`config.mk`:
```
export PLATFORM = sky130hd
export DESIGN_NAME = instruction_fetch
export DESIGN_NICKNAME = d
export VERILOG_FILES = /design/src/rtl/fetch_pkg.sv /design/src/rtl/pc_next_logic.sv /design/src/rtl/instruction_fetch.sv
export SDC_FILE = /design/constraint.sdc
export NUM_CORES = 1
export LEC_CHECK = 0
export CAP_MARGIN = 30
export CORE_ASPECT_RATIO = 1.4
export CORE_MARGIN = 10
export CORE_UTILIZATION = 46
export CTS_BUF_LIST = sky130_fd_sc_hd__clkbuf_4
export DETAILED_ROUTE_END_ITERATION = 8
export PLACE_DENSITY = 0.87
export SYNTH_ARGS = -nofsm -noshare
export SYNTH_HDL_FRONTEND = slang
export SYNTH_HIERARCHICAL = 1
export SYNTH_SLANG_ARGS = --single-unit
```
`constraint.sdc`:
```
create_clock -name clk -period 3.2 [get_ports clk]
set_clock_uncertainty 0.2 [all_clocks]
set_input_delay 0.64 -clock clk [delete_from_list [all_inputs] [get_ports clk]]
set_output_delay 0.64 -clock clk [all_outputs]
set_load 0.05 [all_outputs]
```
`src/rtl/fetch_pkg.sv`:
```
// Shared types, default widths and the branch-offset sign-extension helper for the fetch stage.
package fetch_pkg;

  localparam int unsigned FETCH_P_SIZE = 6;
  localparam int unsigned FETCH_I_SIZE = 24;

  typedef enum logic [1:0] {
    FILL,
    RUN,
    HALTED
  } fetch_state_t;

  typedef enum logic [1:0] {
    PC_SEQ,
    PC_JUMP,
    PC_BRANCH,
    PC_LINK
  } pc_sel_t;

  // Sign-extends the low 'width' bits of 'offset' to 32 bits.
  function automatic logic [31:0] sext_offset(input logic [31:0] offset,
                                              input int unsigned width);
    logic [31:0] shifted;
    shifted = offset << (32 - width);
    return 32'($signed(shifted) >>> (32 - width));
  endfunction

endpackage

```
`src/rtl/pc_next_logic.sv`:
```
// Combinational next-PC mux: sequential increment, absolute jump, relative branch or link return.
module pc_next_logic
  import fetch_pkg::*;
#(
  parameter int unsigned P_SIZE      = FETCH_P_SIZE,
  parameter int unsigned OFFSET_SIZE = 6
) (
  input  pc_sel_t                i_sel,
  input  logic [P_SIZE-1:0]      i_pc,
  input  logic [P_SIZE-1:0]      i_ir_pc,
  input  logic [P_SIZE-1:0]      i_jump_addr,
  input  logic [P_SIZE-1:0]      i_link,
  input  logic [OFFSET_SIZE-1:0] i_branch_offset,
  output logic [P_SIZE-1:0]      o_next_pc
);

  logic [P_SIZE-1:0] w_branch_delta;

  // Truncating the 32-bit extension gives modulo-2^P_SIZE branch arithmetic.
  assign w_branch_delta = P_SIZE'(sext_offset(32'(i_branch_offset), OFFSET_SIZE));

  always_comb begin
    o_next_pc = i_pc + P_SIZE'(1);
    unique case (i_sel)
      PC_SEQ:    o_next_pc = i_pc + P_SIZE'(1);
      PC_JUMP:   o_next_pc = i_jump_addr;
      PC_BRANCH: o_next_pc = i_ir_pc + w_branch_delta;
      PC_LINK:   o_next_pc = i_link;
      default:   o_next_pc = i_pc + P_SIZE'(1);
    endcase
  end

endmodule

```
`src/rtl/instruction_fetch.sv`:
```
// Fetch stage: owns the PC, latches programMemory output into IR, resolves redirects and halt.
// Optional call/ret with a link register when INSTRUCTION_FETCH_LINK_EN is defined.
module instruction_fetch
  import fetch_pkg::*;
#(
  parameter int unsigned P_SIZE      = FETCH_P_SIZE,
  parameter int unsigned I_SIZE      = FETCH_I_SIZE,
  parameter int unsigned OFFSET_SIZE = 6,
  parameter int unsigned RESET_ADDR  = 0
) (
  input  logic                   clk,
  input  logic                   reset,
  output logic [P_SIZE-1:0]      address,
  input  logic [I_SIZE-1:0]      instruction,
  input  logic                   stall,
  input  logic                   jump,
  input  logic [P_SIZE-1:0]      jump_addr,
  input  logic                   branch,
  input  logic [OFFSET_SIZE-1:0] branch_offset,
  input  logic                   halt,
`ifdef INSTRUCTION_FETCH_LINK_EN
  input  logic                   call,
  input  logic                   ret,
`endif
  output logic [I_SIZE-1:0]      ir,
  output logic [P_SIZE-1:0]      ir_pc,
  output logic                   ir_valid,
  output logic                   halted
);

  if (OFFSET_SIZE > P_SIZE) begin : g_bad_offset_size
    $error("OFFSET_SIZE must not exceed P_SIZE");
  end

  logic [P_SIZE-1:0] r_pc;
  logic [P_SIZE-1:0] r_ir_pc;
  logic [I_SIZE-1:0] r_ir;
  logic              r_ir_valid;
  logic              r_halted;
  fetch_state_t      r_state;

  pc_sel_t           w_sel;
  logic              w_redirect;
  logic              w_halt_now;
  logic [P_SIZE-1:0] w_next_pc;
  logic [P_SIZE-1:0] w_link;
  logic              w_call;
  logic              w_ret;

`ifdef INSTRUCTION_FETCH_LINK_EN
  logic [P_SIZE-1:0] r_link;

  // Link is written whenever call wins arbitration, even if jump is also high.
  always_ff @(posedge clk) begin
    if (reset) begin
      r_link <= '0;
    end else if (!stall && r_state == RUN && !halt && call) begin
      r_link <= r_ir_pc + P_SIZE'(1);
    end
  end

  assign w_link = r_link;
  assign w_call = call;
  assign w_ret  = ret;
`else
  assign w_link = '0;
  assign w_call = 1'b0;
  assign w_ret  = 1'b0;
`endif

  // Redirects only apply in RUN, where they refer to the instruction held in IR.
  always_comb begin
    w_sel      = PC_SEQ;
    w_redirect = 1'b0;
    w_halt_now = 1'b0;
    if (r_state == RUN) begin
      if (halt) begin
        w_halt_now = 1'b1;
      end else if (jump || w_call) begin
        w_sel      = PC_JUMP;
        w_redirect = 1'b1;
      end else if (w_ret) begin
        w_sel      = PC_LINK;
        w_redirect = 1'b1;
      end else if (branch) begin
        w_sel      = PC_BRANCH;
        w_redirect = 1'b1;
      end
    end
  end

  pc_next_logic #(
    .P_SIZE      (P_SIZE),
    .OFFSET_SIZE (OFFSET_SIZE)
  ) u_pc_next_logic (
    .i_sel           (w_sel),
    .i_pc            (r_pc),
    .i_ir_pc         (r_ir_pc),
    .i_jump_addr     (jump_addr),
    .i_link          (w_link),
    .i_branch_offset (branch_offset),
    .o_next_pc       (w_next_pc)
  );

  always_ff @(posedge clk) begin
    if (reset) begin
      r_pc       <= P_SIZE'(RESET_ADDR);
      r_ir       <= '0;
      r_ir_pc    <= '0;
      r_ir_valid <= 1'b0;
      r_halted   <= 1'b0;
      r_state    <= FILL;
    end else if (!stall) begin
      unique case (r_state)
        FILL: begin
          r_ir       <= instruction;
          r_ir_pc    <= r_pc;
          r_ir_valid <= 1'b1;
          r_pc       <= w_next_pc;
          r_state    <= RUN;
        end
        RUN: begin
          if (w_halt_now) begin
            r_ir_valid <= 1'b0;
            r_halted   <= 1'b1;
            r_state    <= HALTED;
          end else if (w_redirect) begin
            r_pc       <= w_next_pc;
            r_ir_valid <= 1'b0;
            r_state    <= FILL;
          end else begin
            r_ir       <= instruction;
            r_ir_pc    <= r_pc;
            r_ir_valid <= 1'b1;
            r_pc       <= w_next_pc;
          end
        end
        HALTED: ;
        default: r_state <= FILL;
      endcase
    end
  end

  assign address  = r_pc;
  assign ir       = r_ir;
  assign ir_pc    = r_ir_pc;
  assign ir_valid = r_ir_valid;
  assign halted   = r_halted;

endmodule
```
==> results.json <==
{
  "path_clk_slew_ns": 0.11,
  "ir_drop_mv": 0.362,
  "netlist.area_leader.share_pct": 44.8,
  "period_share_pct": 79.8,
  "route.detailed.drc": 0,
  "setup_viol": 0,
  "portBuffers": 79,
  "avgSynthCellArea_um2": 11.8,
  "rows": 26,
  "ys_seq_area_share_pct": 44.8,
  "cts_tree": "done",
  "place_area_mm2": 0.00259,
  "drt_iter0_markers": 50,
  "fin_nets": 286,
  "pin_count": 80,
  "holdPathEnd": "ir[10]",
  "p_leak_nw": 1.05,
  "drive_gt1_share_pct": 8.82,
  "syn2layout_area_growth_pct": 47.9,
  "syn_area_mm2": 0.00179,
  "async_reset_ff_share_pct": 0,
  "reg2reg_setup_slack_ns": 0.98,
  "ctsLongestPathBuffers": 2,
  "worst_setup_path_end_kind": "register",
  "stdcell_area_mm2": 0.00265,
  "synth_seq_cells": 40,
  "r2r_start": "ir_pc[0]",
  "r2r_end": "address[4]",
  "root_buffer": "clkbuf_4",
  "critPathLaunchType": "input port",
  "critPathKind": "input port to register",
  "ys.flop_type": "dfxtp_1",
  "numCtsBuffers": 5,
  "cp_max_fo": 3,
  "synth_cells": 152,
  "wl_mm": 4.92,
  "hold_path.class": "register to register",
  "core-area_mm2": 0.00371,
  "initial_core_util_pct": 48.2,
  "hold_viol_final": 0,
  "fp.dieArea_mm2": 0.00682,
  "clkLatencyLatePin_ns": 0.35,
  "dp.final_hpwl_mm": 3.84,
  "synth_area_leader_cell": "dfxtp_1",
  "min_period_ns": 2.55,
  "first_pass_iters": 4,
  "antenna_found_initial": 0,
  "clkSinkCount": 40,
  "dieWidth_um": 72.7,
  "yosys-top-cells-count": "40 x dfxtp_1, 30 x a22o_1, 12 x nor2_1",
  "grt_max_degree": 31,
  "worstHoldStart": "ir[10]",
  "postCtsSetupRepairBufs": 0,
  "worstMarginPinSlew_ns": 0.520,
  "fmax_ghz": 0.391,
  "hold_depth": 1,
  "hold_slack_ns": 0.291,
  "arrival_ns": 2.64,
  "synth-edff-count": 0,
  "stdcell_count": 280,
  "finalSetupTns_ns": 0,
  "critPathRequiredTime_ns": 3.29,
  "grt_pass1_wl_mm": 8.40,
  "post_cts_resized": 0,
  "synth_cell_types": 33,
  "avgViaCountPerCell": 5.50,
  "fp.dieH_um": 93.8,
  "gp_congestion": 0.802,
  "wl_per_cell_um": 17.6,
  "ctsHoldBuffers": 0,
  "post-route-util_pct": 71.4,
  "maxSlewViolCount": 0,
  "fillCellCount": 282,
  "worstRegToRegCells": 9,
  "cts_max_level": 2,
  "diodes": 0,
  "slew_headroom_pct": 65.2,
  "track_usage_pct": 15.5,
  "first_global_vias": 1714,
  "yosys_warnings": 6,
  "yosys-top-cells-area": "dfxtp_1 45%, a22o_1 15%, mux4_2 5.0%",
  "rsz0062_at_grt": "false",
  "postRouteAntennaNets": 0,
  "vias": 1540,
  "synth_most_common_cell": "dfxtp_1",
  "p_per_area_mw_per_mm2": 426,
  "dp.cells": 272,
  "status": "finished clean",
  "grt-ovfl-total": 0,
  "drv_cap": 0
}
## worst max-delay path, cell delays in order
cell	delay, ns
clkdlybuf4s50_1	0.40
ha_1	0.23
fa_1	0.42
a21o_1	0.20
a21oi_1	0.20
xnor2_1	0.14
mux2i_1	0.08
o21ai_0	0.14
mux2i_1	0.09
nor2_1	0.10
## worst max-delay path by stage
stage | from | to | slack [ns]
final | branch_offset[0] | address[4] | 0.65
after global placement | branch_offset[0] | address[4] | 0.36
after global routing | branch_offset[0] | address[4] | 0.52
after floorplan | branch_offset[0] | address[4] | 0.87
after CTS | address[0] | address[0] | 0.62
after detailed placement | branch_offset[0] | address[4] | 0.30
## flip-flops by register name, summed over array words and instances (netlist names)
| signal | flops |
|---|---|
| address | 6 |
| ir_valid | 1 |
| halted | 1 |
| ir_pc | 6 |
| ir | 24 |
| r_state | 2 |
## power breakdown
group          total, W  leakage, nW  internal (W)  switching, W
sequential     0.000554        0.328      0.000529     0.0000250
clock          0.000257       0.0293     0.0000922      0.000165
combinational  0.000316        0.691      0.000142      0.000175
total           0.00113         1.05      0.000762      0.000364
## metal layers
layer  part of all wire (%)  routed length, µm  GRT usage [%]
met1                     38               1890           16.0
met2                     50               2450           26.4
met3                    9.6                474           6.67
met4                    2.2                106           6.51
met5                      0                  0              0
## placed cells by master, fill, tap and decap left out, drive strengths merged, types with 2 or more instances in the layout
| cell | instances |
|---|---|
| a211oi | 2 |
| a21o | 2 |
| a21oi | 6 |
| a22o | 30 |
| buf | 2 |
| clkbuf | 6 |
| clkdlybuf4s50 | 79 |
| conb | 6 |
| dfxtp | 40 |
| ha | 6 |
| inv | 3 |
| mux2i | 8 |
| mux4 | 4 |
| nand2b | 2 |
| nand3 | 4 |
| nor2 | 12 |
| o21ai | 3 |
| xnor2 | 7 |
| xor2 | 2 |
## layout make-up
class                           count  area (µm²)  share of cell area (%)
Inverter                            3        11.3                   0.426
Sequential cell                    40         801                    30.3
Clock inverter                      2        11.3                   0.426
Multi-Input combinational cell    106         920                    34.8
Tap cell                           42        52.6                    1.99
Clock buffer                        6        45.0                    1.70
Timing Repair Buffer               81         806                    30.4
## metrics by stage
step	setup WS [ns]	power, W
4_1_cts	0.621	0.00114
3_5_place_dp	0.303	0.000883
2_1_floorplan	0.867	0.000758
3_3_place_gp	0.362	0.000876
5_1_grt	0.518	0.00118
6_report	0.645	0.00113
## cells by family (layout without fill, tap and decap cells)
family / count (synthesis) / after routing / share of synthesized area [%]
AOI/OAI and AO/OA: 48 / 48 / 23.6
xor gates and xnor gates: 9 / 9 / 4.41
adders and majority gates: 7 / 7 / 5.31
buffers and inverters: 11 / 92 / 4.89
DFF: 40 / 40 / 44.8
muxes: 12 / 12 / 9.51
other: 1 / 6 / 0.210
and+or+nand+nor: 24 / 24 / 7.34
No activity file was read; power rests on OpenSTA's default activity.
